`src/rtl/rr_mux_arb_if.sv`:
```
// -----------------------------------------------------------------------------
// rr_mux_arb_if
//   Handshake bundle between the N competing producers, the round-robin
//   arbiter and the single downstream consumer.
//
//   Parameters
//     width    : data width per channel
//     channels : number of input channels
//
//   Signals
//     in_valid  [channels]       per-channel request, bit i = channel i
//     in_data   [channels*width] flattened data, channel i at [i*width +: width]
//     in_ready  [channels]       per-channel accept, at most one bit high
//     out_valid                  output buffer holds a beat
//     out_data  [width]          head beat data
//     out_sel   [selw]           index of the channel that supplied the head
//     out_ready                  consumer takes the head beat this cycle
//
//   Modports
//     slave  : arbiter view (takes requests, drives the output)
//     master : environment view (producers + consumer)
// -----------------------------------------------------------------------------
interface rr_mux_arb_if #(
    parameter int width    = 32,
    parameter int channels = 8
);
    localparam int selw = $clog2(channels);

    logic [channels-1:0]       in_valid;
    logic [channels*width-1:0] in_data;
    logic [channels-1:0]       in_ready;
    logic                      out_valid;
    logic [width-1:0]          out_data;
    logic [selw-1:0]           out_sel;
    logic                      out_ready;

    modport slave (
        input  in_valid,
        input  in_data,
        output in_ready,
        output out_valid,
        output out_data,
        output out_sel,
        input  out_ready
    );

    modport master (
        output in_valid,
        output in_data,
        input  in_ready,
        input  out_valid,
        input  out_data,
        input  out_sel,
        output out_ready
    );
endinterface

```
`src/rtl/rr_mux_arb.sv`:
```
// -----------------------------------------------------------------------------
// rr_mux_arb
//   Registered N-way multiplexer with round-robin arbitration. Each cycle the
//   first requesting channel at or after the priority pointer is granted, its
//   data and index are captured into the output buffer, and the pointer moves
//   to the channel just after the winner.
//
//   Parameters
//     width    : data width per channel (>= 1)
//     channels : number of input channels (>= 2, any value)
//     selw     : derived index width, $clog2(channels)
//
//   Ports
//     clk   : clock, rising edge
//     rst_n : asynchronous active-low reset; clears buffer, outputs, pointer
//     bus   : rr_mux_arb_if.slave (requests in, registered beat out)
//
//   Build option
//     RR_MUX_ARB_SKID_EN undefined : single output register; in_ready depends
//                                    combinationally on out_ready.
//     RR_MUX_ARB_SKID_EN defined   : two-entry head+skid FIFO; grant enable is
//                                    a registered condition (occupancy < 2),
//                                    so out_ready never reaches in_ready.
// -----------------------------------------------------------------------------
module rr_mux_arb #(
    parameter int width    = 32,
    parameter int channels = 8
) (
    input  logic         clk,
    input  logic         rst_n,
    rr_mux_arb_if.slave  bus
);
    localparam int selw = $clog2(channels);

    typedef struct packed {
        logic [width-1:0] data;
        logic [selw-1:0]  sel;
    } beat_t;

    // ------------------------------------------------------------------
    // Input view
    // ------------------------------------------------------------------
    logic [channels-1:0][width-1:0] in_data_a;
    assign in_data_a = bus.in_data;

    // ------------------------------------------------------------------
    // Round-robin search
    // ------------------------------------------------------------------
    logic [selw-1:0] ptr_q, ptr_d;
    logic [selw-1:0] win;
    logic            any_req;
    logic            grant_en;
    logic            push;
    logic            pop;
    logic            out_valid;
    beat_t           new_beat;
    logic [channels-1:0] in_ready_d;

    // Walk offsets from far to near so the nearest requester (smallest
    // offset from ptr) is the last one written and therefore wins.
    always_comb begin
        int              idx;
        logic [selw-1:0] idx_s;
        win     = '0;
        any_req = 1'b0;
        idx     = 0;
        idx_s   = '0;
        for (int j = channels - 1; j >= 0; j--) begin
            idx = int'(ptr_q) + j;
            if (idx >= channels) idx = idx - channels;
            idx_s = selw'(idx);
            if (bus.in_valid[idx_s]) begin
                win     = idx_s;
                any_req = 1'b1;
            end
        end
    end

    assign new_beat.data = in_data_a[win];
    assign new_beat.sel  = win;

    assign push = any_req && grant_en;
    assign pop  = out_valid && bus.out_ready;

    always_comb begin
        in_ready_d = '0;
        if (push) in_ready_d[win] = 1'b1;
    end

    always_comb begin
        ptr_d = ptr_q;
        if (push) begin
            if (win == selw'(channels - 1)) ptr_d = '0;
            else                            ptr_d = win + 1'b1;
        end
    end

    always_ff @(posedge clk or negedge rst_n) begin
        if (!rst_n) ptr_q <= '0;
        else        ptr_q <= ptr_d;
    end

    // ------------------------------------------------------------------
    // Output buffer
    // ------------------------------------------------------------------
    beat_t head_q;

`ifdef RR_MUX_ARB_SKID_EN
    beat_t      skid_q;
    logic [1:0] cnt_q;

    // Occupancy is registered, so grant enable never sees out_ready.
    assign grant_en  = (cnt_q != 2'd2);
    assign out_valid = (cnt_q != 2'd0);

    always_ff @(posedge clk or negedge rst_n) begin
        if (!rst_n) begin
            head_q <= '0;
            skid_q <= '0;
            cnt_q  <= 2'd0;
        end else begin
            case (cnt_q)
                2'd0: begin
                    if (push) begin
                        head_q <= new_beat;
                        cnt_q  <= 2'd1;
                    end
                end
                2'd1: begin
                    if (push && pop) begin
                        // drain and refill in the same cycle
                        head_q <= new_beat;
                    end else if (push) begin
                        skid_q <= new_beat;
                        cnt_q  <= 2'd2;
                    end else if (pop) begin
                        cnt_q  <= 2'd0;
                    end
                end
                default: begin
                    // full: no grant this cycle, only the skid can advance
                    if (pop) begin
                        head_q <= skid_q;
                        cnt_q  <= 2'd1;
                    end
                end
            endcase
        end
    end
`else
    logic head_vld_q;

    // Refill is allowed when the head is empty or leaves this cycle.
    assign grant_en  = !head_vld_q || bus.out_ready;
    assign out_valid = head_vld_q;

    always_ff @(posedge clk or negedge rst_n) begin
        if (!rst_n) begin
            head_q     <= '0;
            head_vld_q <= 1'b0;
        end else if (push) begin
            head_q     <= new_beat;
            head_vld_q <= 1'b1;
        end else if (pop) begin
            head_vld_q <= 1'b0;
        end
    end
`endif

    // ------------------------------------------------------------------
    // Outputs
    // ------------------------------------------------------------------
    assign bus.in_ready  = in_ready_d;
    assign bus.out_valid = out_valid;
    assign bus.out_data  = head_q.data;
    assign bus.out_sel   = head_q.sel;

endmodule

```
`src/flat_wrapper.sv`:
```
// flat-port wrapper written by rule: the top's interface ports become plain ports
module rr_mux_arb_flat 
#(
    parameter int width    = 32,
    parameter int channels = 8
)
  (clk, rst_n, bus_in_valid, bus_in_data, bus_in_ready, bus_out_valid, bus_out_data, bus_out_sel, bus_out_ready);
  rr_mux_arb_if #(.width(width), .channels(channels)) bus_i ();
  input  logic clk;
  input  logic rst_n;
  input wire logic [$bits(bus_i.in_valid)-1:0] bus_in_valid;
  input wire logic [$bits(bus_i.in_data)-1:0] bus_in_data;
  output wire logic [$bits(bus_i.in_ready)-1:0] bus_in_ready;
  output wire logic [$bits(bus_i.out_valid)-1:0] bus_out_valid;
  output wire logic [$bits(bus_i.out_data)-1:0] bus_out_data;
  output wire logic [$bits(bus_i.out_sel)-1:0] bus_out_sel;
  input wire logic [$bits(bus_i.out_ready)-1:0] bus_out_ready;
  assign bus_i.in_valid = bus_in_valid;
  assign bus_i.in_data = bus_in_data;
  assign bus_in_ready = bus_i.in_ready;
  assign bus_out_valid = bus_i.out_valid;
  assign bus_out_data = bus_i.out_data;
  assign bus_out_sel = bus_i.out_sel;
  assign bus_i.out_ready = bus_out_ready;
  rr_mux_arb #(.width(width), .channels(channels)) u_core (.clk(clk), .rst_n(rst_n), .bus(bus_i));
endmodule
```
`config.mk`:
```
export PLATFORM = sky130hd
export DESIGN_NAME = rr_mux_arb_flat
export DESIGN_NICKNAME = d
export VERILOG_FILES = /design/src/rtl/rr_mux_arb_if.sv /design/src/rtl/rr_mux_arb.sv /design/src/flat_wrapper.sv
export SDC_FILE = /design/constraint.sdc
export NUM_CORES = 1
export LEC_CHECK = 0
export CAP_MARGIN = 20
export CORE_MARGIN = 8
export CORE_UTILIZATION = 25
export DETAILED_ROUTE_END_ITERATION = 6
export GPL_TIMING_DRIVEN = 1
export PLACE_DENSITY = 0.69
export SYNTH_ARGS = -nofsm -noshare
export SYNTH_HDL_FRONTEND = slang
export SYNTH_SLANG_ARGS = --single-unit
```
`constraint.sdc`:
```
create_clock -name clk -period 4.5 [get_ports clk]
set_input_delay 0.45 -clock clk [delete_from_list [all_inputs] [get_ports clk]]
set_output_delay 0.45 -clock clk [all_outputs]
set_load 0.05 [all_outputs]
```
==> results of run 1 <==
-- report_power, final --
part	switching, mW	leakage, nW	internal [mW]	total [mW]
clock network	0.150	0.0679	0.205	0.355
logic	4.00	3.05	3.48	7.48
registers	0.116	0.473	0.550	0.666
total	4.27	3.60	4.23	8.50
-- stage by stage --
step	cells	setup slack (ns)	hold WS, ns	util
after CTS	1070	0.142	0.335	0.438
after global placement	1062	0.281	0.477	0.431
final	1070	0.222	0.314	0.439
after floorplan	509	0.132	0.154	-
after detailed placement	1062	0.162	0.488	0.431
after global routing	1070	0.0743	0.379	0.439
-- metal layers --
metal / wire [microns] / vias up / GRT usage
met5: 0 / - / 0
met4: 177 / 0 / 0.0263
met3: 1750 / 16 / 0.0562
met2: 11600 / 209 / 0.305
met1: 8310 / 2544 / 0.189
li1: - / 2545 / -
-- sequential cells by signal, summed over array words and instances (netlist names) --
name	flops
u_core.bus.out_valid	1
u_core.ptr_q	3
u_core.bus.out_sel	3
u_core.bus.out_data	32
-- what timing repair did --
| item | CTS | global route |
|---|---|---|
| endpoints found under the setup margin | 0 | 2 |
| resized for setup | 0 | 1 |
| endpoints found under the hold margin | 0 | 0 |
-- path summary, 6_finish.rpt --
path	start	end	slack [ns]	depth (start not counted)
setup reg to reg	u_core.ptr_q[0]	u_core.bus.out_data[9]	0.51	13
setup / recovery	bus_in_valid[5]	bus_in_ready[2]	0.22	10
min in group clk	u_core.bus.out_sel[0]	u_core.bus.out_sel[0]	0.51	1
hold reg to reg	u_core.bus.out_sel[0]	u_core.bus.out_sel[0]	0.51	1
max in group asynchronous	rst_n	u_core.bus.out_sel[0]	3.58	1
hold / removal	rst_n	u_core.bus.out_data[5]	0.31	1
-- placed cells by master (no fill, tap or decap), drive strengths merged, types with 2 or more instances in the layout --
master,count
a211o,2
a211oi,4
a21o,16
a21oi,9
a221o,3
a221oi,3
a22o,3
a22oi,15
a2bb2oi,2
a311oi,2
buf,41
clkbuf,7
clkdlybuf4s50,301
dfrtp,39
ha,2
inv,7
mux2,42
mux2i,139
mux4,21
nand2,48
nand2b,3
nand3,3
nor2,13
nor4,2
o21ai,35
o221ai,15
o22ai,3
or3,2
or4,4
xnor2,4
-- worst max-delay path, stage by stage --
cell	delay, ns
clkdlybuf4s50_1	0.60
mux4_1	0.71
mux2_2	0.33
or4_1	0.47
a21o_1	0.16
o211ai_1	0.19
buf_12	0.29
nand2b_1	0.26
a21oi_1	0.12
buf_12	0.21
-- logic make-up (layout without fill, tap and decap cells) --
group	count (synthesis)	count (layout)	synth area share
adder cells (fa/ha/maj)	2	2	0.00501
AO/OA/AOI/OAI	119	119	0.167
multiplexers	202	202	0.469
AND/OR/NAND/NOR	81	81	0.0728
XOR/XNOR	5	5	0.00876
buffers and inverters	61	357	0.0816
flip-flops	39	39	0.195
-- final cells by class --
type / instances / share of cell area
Multi-Input combinational cell: 409 / 0.425
Timing Repair Buffer: 342 / 0.404
Sequential cell: 39 / 0.114
Tap cell: 265 / 0.0387
Clock buffer: 7 / 0.0155
Inverter: 7 / 0.00307
Clock inverter: 1 / 0.000584
==> impl_metrics.toml, run 1 <==
[status]
status = "finished, final reports clean"

[worst_hold_path]
min-delay-path-class = "in2async"

[routing]
drt_wl_total_microns = 21800
ant_nets = 0
vias = 5314
dr.first_iter.drc_count = 332
wl_per_cell_microns = 20.4
drc_errors = 0
vias_per_cell = 4.97
dr.pass1.iters = 4

[final_layout]
area_growth_pct = 71.3
num_antenna_cells = 0
num-fill-cells = 1930
multi_input_area_sq_um = 3640
layout-drive-gt1-share = 0.147
design_area_sq_um = 8560
nets = 1073
regArea_sq_um = 976

[grt]
grt_pass1_wl_microns = 32400
grt_pass1_vias = 5754
antenna_found_initial = 0
gr-total-overflow = 0
grt_max_degree = 40
grtUsageTotal = 0.168

[timing]
fin_crit_ns = 4.28
fin_crit_sh = 0.951
setup_viol = 0
slew_headroom = 0.350
fin_skew_ns = 0.00359
fin_setup_tns_ns = 0
hold_viol_final = 0
worst_pin_slew_ns = 0.975
drv_slew = 0
rsz0062_at_grt = "no"
max_freq_mhz = 234

[die]
rows = 51
initial_core_util = 0.256
core_area_sq_um = 19500
ioPinCount = 311
dieWidth_microns = 157
die_area_sq_um = 24800
die_h_microns = 157

[clock_network]
cts_tree = "done"
postCtsSetupBuffers = 0
cts_max_level = 2
numCtsBuffers = 5
clockBufferDepth = 2
ctsRootBufferMaster = "clkbuf_16"
clock_latency_ns = 0.29
cts_hold_buffers = 0
path_clk_slew_ns = 0.06
cts.sinks = 39

[synth]
synth_edf_count = 0
synth.distinct_cells = 54
synthTopCellsByArea = "mux2i_1 28%, dfrtp_1 20%, mux2_2 9.5%, mux4_2 8.6%, nand2_1 3.5%"
synth_nets = 778
netlist.area_leader.share = 0.278
synth_common_cells = "139 x mux2i_1, 47 x nand2_1, 42 x mux2_2"
synth_most_common_cell = "mux2i_1"
ys_ff_latch = 39
synth_area_sq_um = 5000
synthFlopType = "dfrtp_1"
ys.warnings.count = 0
synth.largest_area_cell = "mux2i_1"
syn_inst = 509
synthArstFlopShare = 1.00
seq_area_frac_synth = 0.195
syn_area_per_cell_sq_um = 9.82

[power]
ir_drop_mv = 0.591
powerDensity_nw_per_um2 = 993
power_mw = 8.50
p_leak_nw = 3.60

[placement]
gp_congestion = 0.862
numPortBuffers = 310
placed_cell_area_sq_um = 8420
dp_hpwl_microns = 18000

[setup_path]
cp-end-kind = "primary output"
path_class = "in2out"
path_max_fanout = 35
worst_setup_path_start_kind = "primary input"
worstPathArrival_ns = 3.83
required_ns = 4.05

[flow_run]
max_cap_viol_count = 0
No activity file was read; power rests on OpenSTA's default activity.
==> run 2: changes to the inputs <==
--- a/config.mk
+++ b/config.mk
@@ -8,4 +8,5 @@
 export CAP_MARGIN = 20
-export CORE_MARGIN = 8
+export CORE_MARGIN = 2
 export CORE_UTILIZATION = 25
+export CTS_CLUSTER_DIAMETER = 60
 export DETAILED_ROUTE_END_ITERATION = 6
--- a/constraint.sdc
+++ b/constraint.sdc
@@ -3,2 +3,2 @@
 set_output_delay 0.45 -clock clk [all_outputs]
-set_load 0.05 [all_outputs]
+set_load 0.1 [all_outputs]
==> run 2 against run 1 <==
Sequential share of layout area down 0.073 points. Via count decreased by 0.68%. Critical path depth unchanged. Worst setup slack worse by 0.0056 ns. Clock skew grew 0.0042 ns. Fmax shrank 0.13%. Non-clock buffer count did not move. Core utilization rose by 0.28 points. Global-route usage grew 1.4 points. Die area fell by 15%. Count of clock-buffer cells in the layout down 1. Critical endpoint unchanged. Largest cell class unchanged.
==> impl_metrics.toml, run 2 (same netlist as run 1, synthesis figures left out) <==
[grt]
gr-total-overflow = 0
antenna_found_initial = 2
grt_pass1_vias = 5425
grt_pass1_wl_microns = 30300
grt_max_degree = 44
grtUsageTotal = 0.182

[timing]
whs_ns = 0.0787
fin_crit_sh = 0.952
fin_setup_tns_ns = 0
worst_pin_slew_ns = 1.09
slew_headroom = 0.273
rsz0062_at_grt = "no"
fin_skew_ns = 0.00781
timing.final.ws_setup_ns = 0.216
drv_slew = 0
setup_viol = 0
max_freq_mhz = 233
fin_crit_ns = 4.28
hold_viol_final = 0

[setup_path]
required_ns = 4.05
worst_setup_path_start_kind = "flop"
path_class = "reg2out"
path_max_fanout = 33
worstPathArrival_ns = 3.83
cp-end-kind = "primary output"

[clock_network]
numCtsBuffers = 5
cts_max_level = 2
clockBufferDepth = 2
clock_latency_ns = 0.29
ctsRootBufferMaster = "clkbuf_16"
postCtsSetupBuffers = 0
cts_tree = "done"
path_clk_slew_ns = 0.07
cts.sinks = 39

[die]
ioPinCount = 311
core_area_sq_um = 19500
die_area_sq_um = 21100
initial_core_util = 0.256
rows = 51
dieWidth_microns = 145
die_h_microns = 145

[routing]
vias = 5278
ant_nets = 0
vias_per_cell = 4.92
dr.pass1.iters = 5
drc_errors = 0
drt_wl_total_microns = 19900
wl_per_cell_microns = 18.6
dr.first_iter.drc_count = 320

[final_layout]
largest_reg_flops = 32
nets = 1073
design_area_sq_um = 8620
final_common_cell = "clkdlybuf4s50_1"
area_growth_pct = 72.4
final_cell_mix = "301 x clkdlybuf4s50_1, 139 x mux2i_1, 46 x nand2_1"
layout-drive-gt1-share = 0.158

[worst_hold_path]
min-delay-path-class = "in2async"

[status]
status = "finished, final reports clean"

[placement]
post-place-ws_ns = 0.340
dp_hpwl_microns = 15900
placed_cell_area_sq_um = 8450
gp_congestion = 0.826
numPortBuffers = 310

[flow_run]
max_cap_viol_count = 0
-- run 2: cell count changes in the layout (fill, tap and decap cells not counted), sizes merged --
| cell | previous run | this run |
|---|---|---|
| clkbuf | 7 | 6 |
| clkinvlp | 0 | 1 |
| diode | 0 | 2 |
-- run 2: per-stage QoR --
step,std cells,utilization
floorplan,509,-
global placement,1061,0.433
detailed placement,1061,0.433
CTS,1069,0.440
global route,1072,0.441
finish,1072,0.441
-- run 2: worst max-delay path, cell delays in order, from the launching register on --
cell and delay, ns:
dfrtp_1 0.36, buf_4 0.30, mux4_1 0.77, mux2_2 0.34
or4_1 0.46, a21o_1 0.16, o211ai_1 0.21, buf_12 0.29
nand2b_1 0.33, a21oi_2 0.09, buf_12 0.21
-- run 2: area by class of cell --
cell class	instances	area [sq um]
fill	1943	10900
multi-input combinational	409	3660
timing repair buffer	342	3480
sequential	39	976
tap	265	332
clock buffer	6	129
inverter	7	26.3
clock inverter	2	12.5
antenna	2	5.00
-- run 2: worst paths after layout --
kind                                       start  slack (ns)  depth (start not counted)                       to
setup / recovery                 u_core.ptr_q[0]        0.22                         10          bus_in_ready[2]
hold / removal                             rst_n        0.08                          1  u_core.bus.out_data[29]
setup reg to reg                 u_core.ptr_q[0]        0.50                         12  u_core.bus.out_data[28]
hold reg to reg            u_core.bus.out_sel[0]        0.51                          1    u_core.bus.out_sel[0]
max in group asynchronous                  rst_n        3.93                          2   u_core.bus.out_data[9]
min in group clk           u_core.bus.out_sel[0]        0.51                          1    u_core.bus.out_sel[0]
-- run 2: routing by layer --
layer  track usage  up-vias  share of wire  wire (microns)
li1              -     2546              -               -
met1         0.218     2503           0.40            8000
met2         0.328      209           0.52           10300
met3        0.0354       20          0.056            1110
met4        0.0554        0          0.023             457
met5             0        -              0               0
-- run 2: repair_timing --
action                                  CTS  global route
hold buffers                              0             0
endpoints found under the setup margin    0             1
endpoints found under the hold margin     0             0
resized for setup                         0             1
Power of run 2 is not shown: default switching activity piles up to over one toggle a cycle in this logic, so the estimate is an artifact.
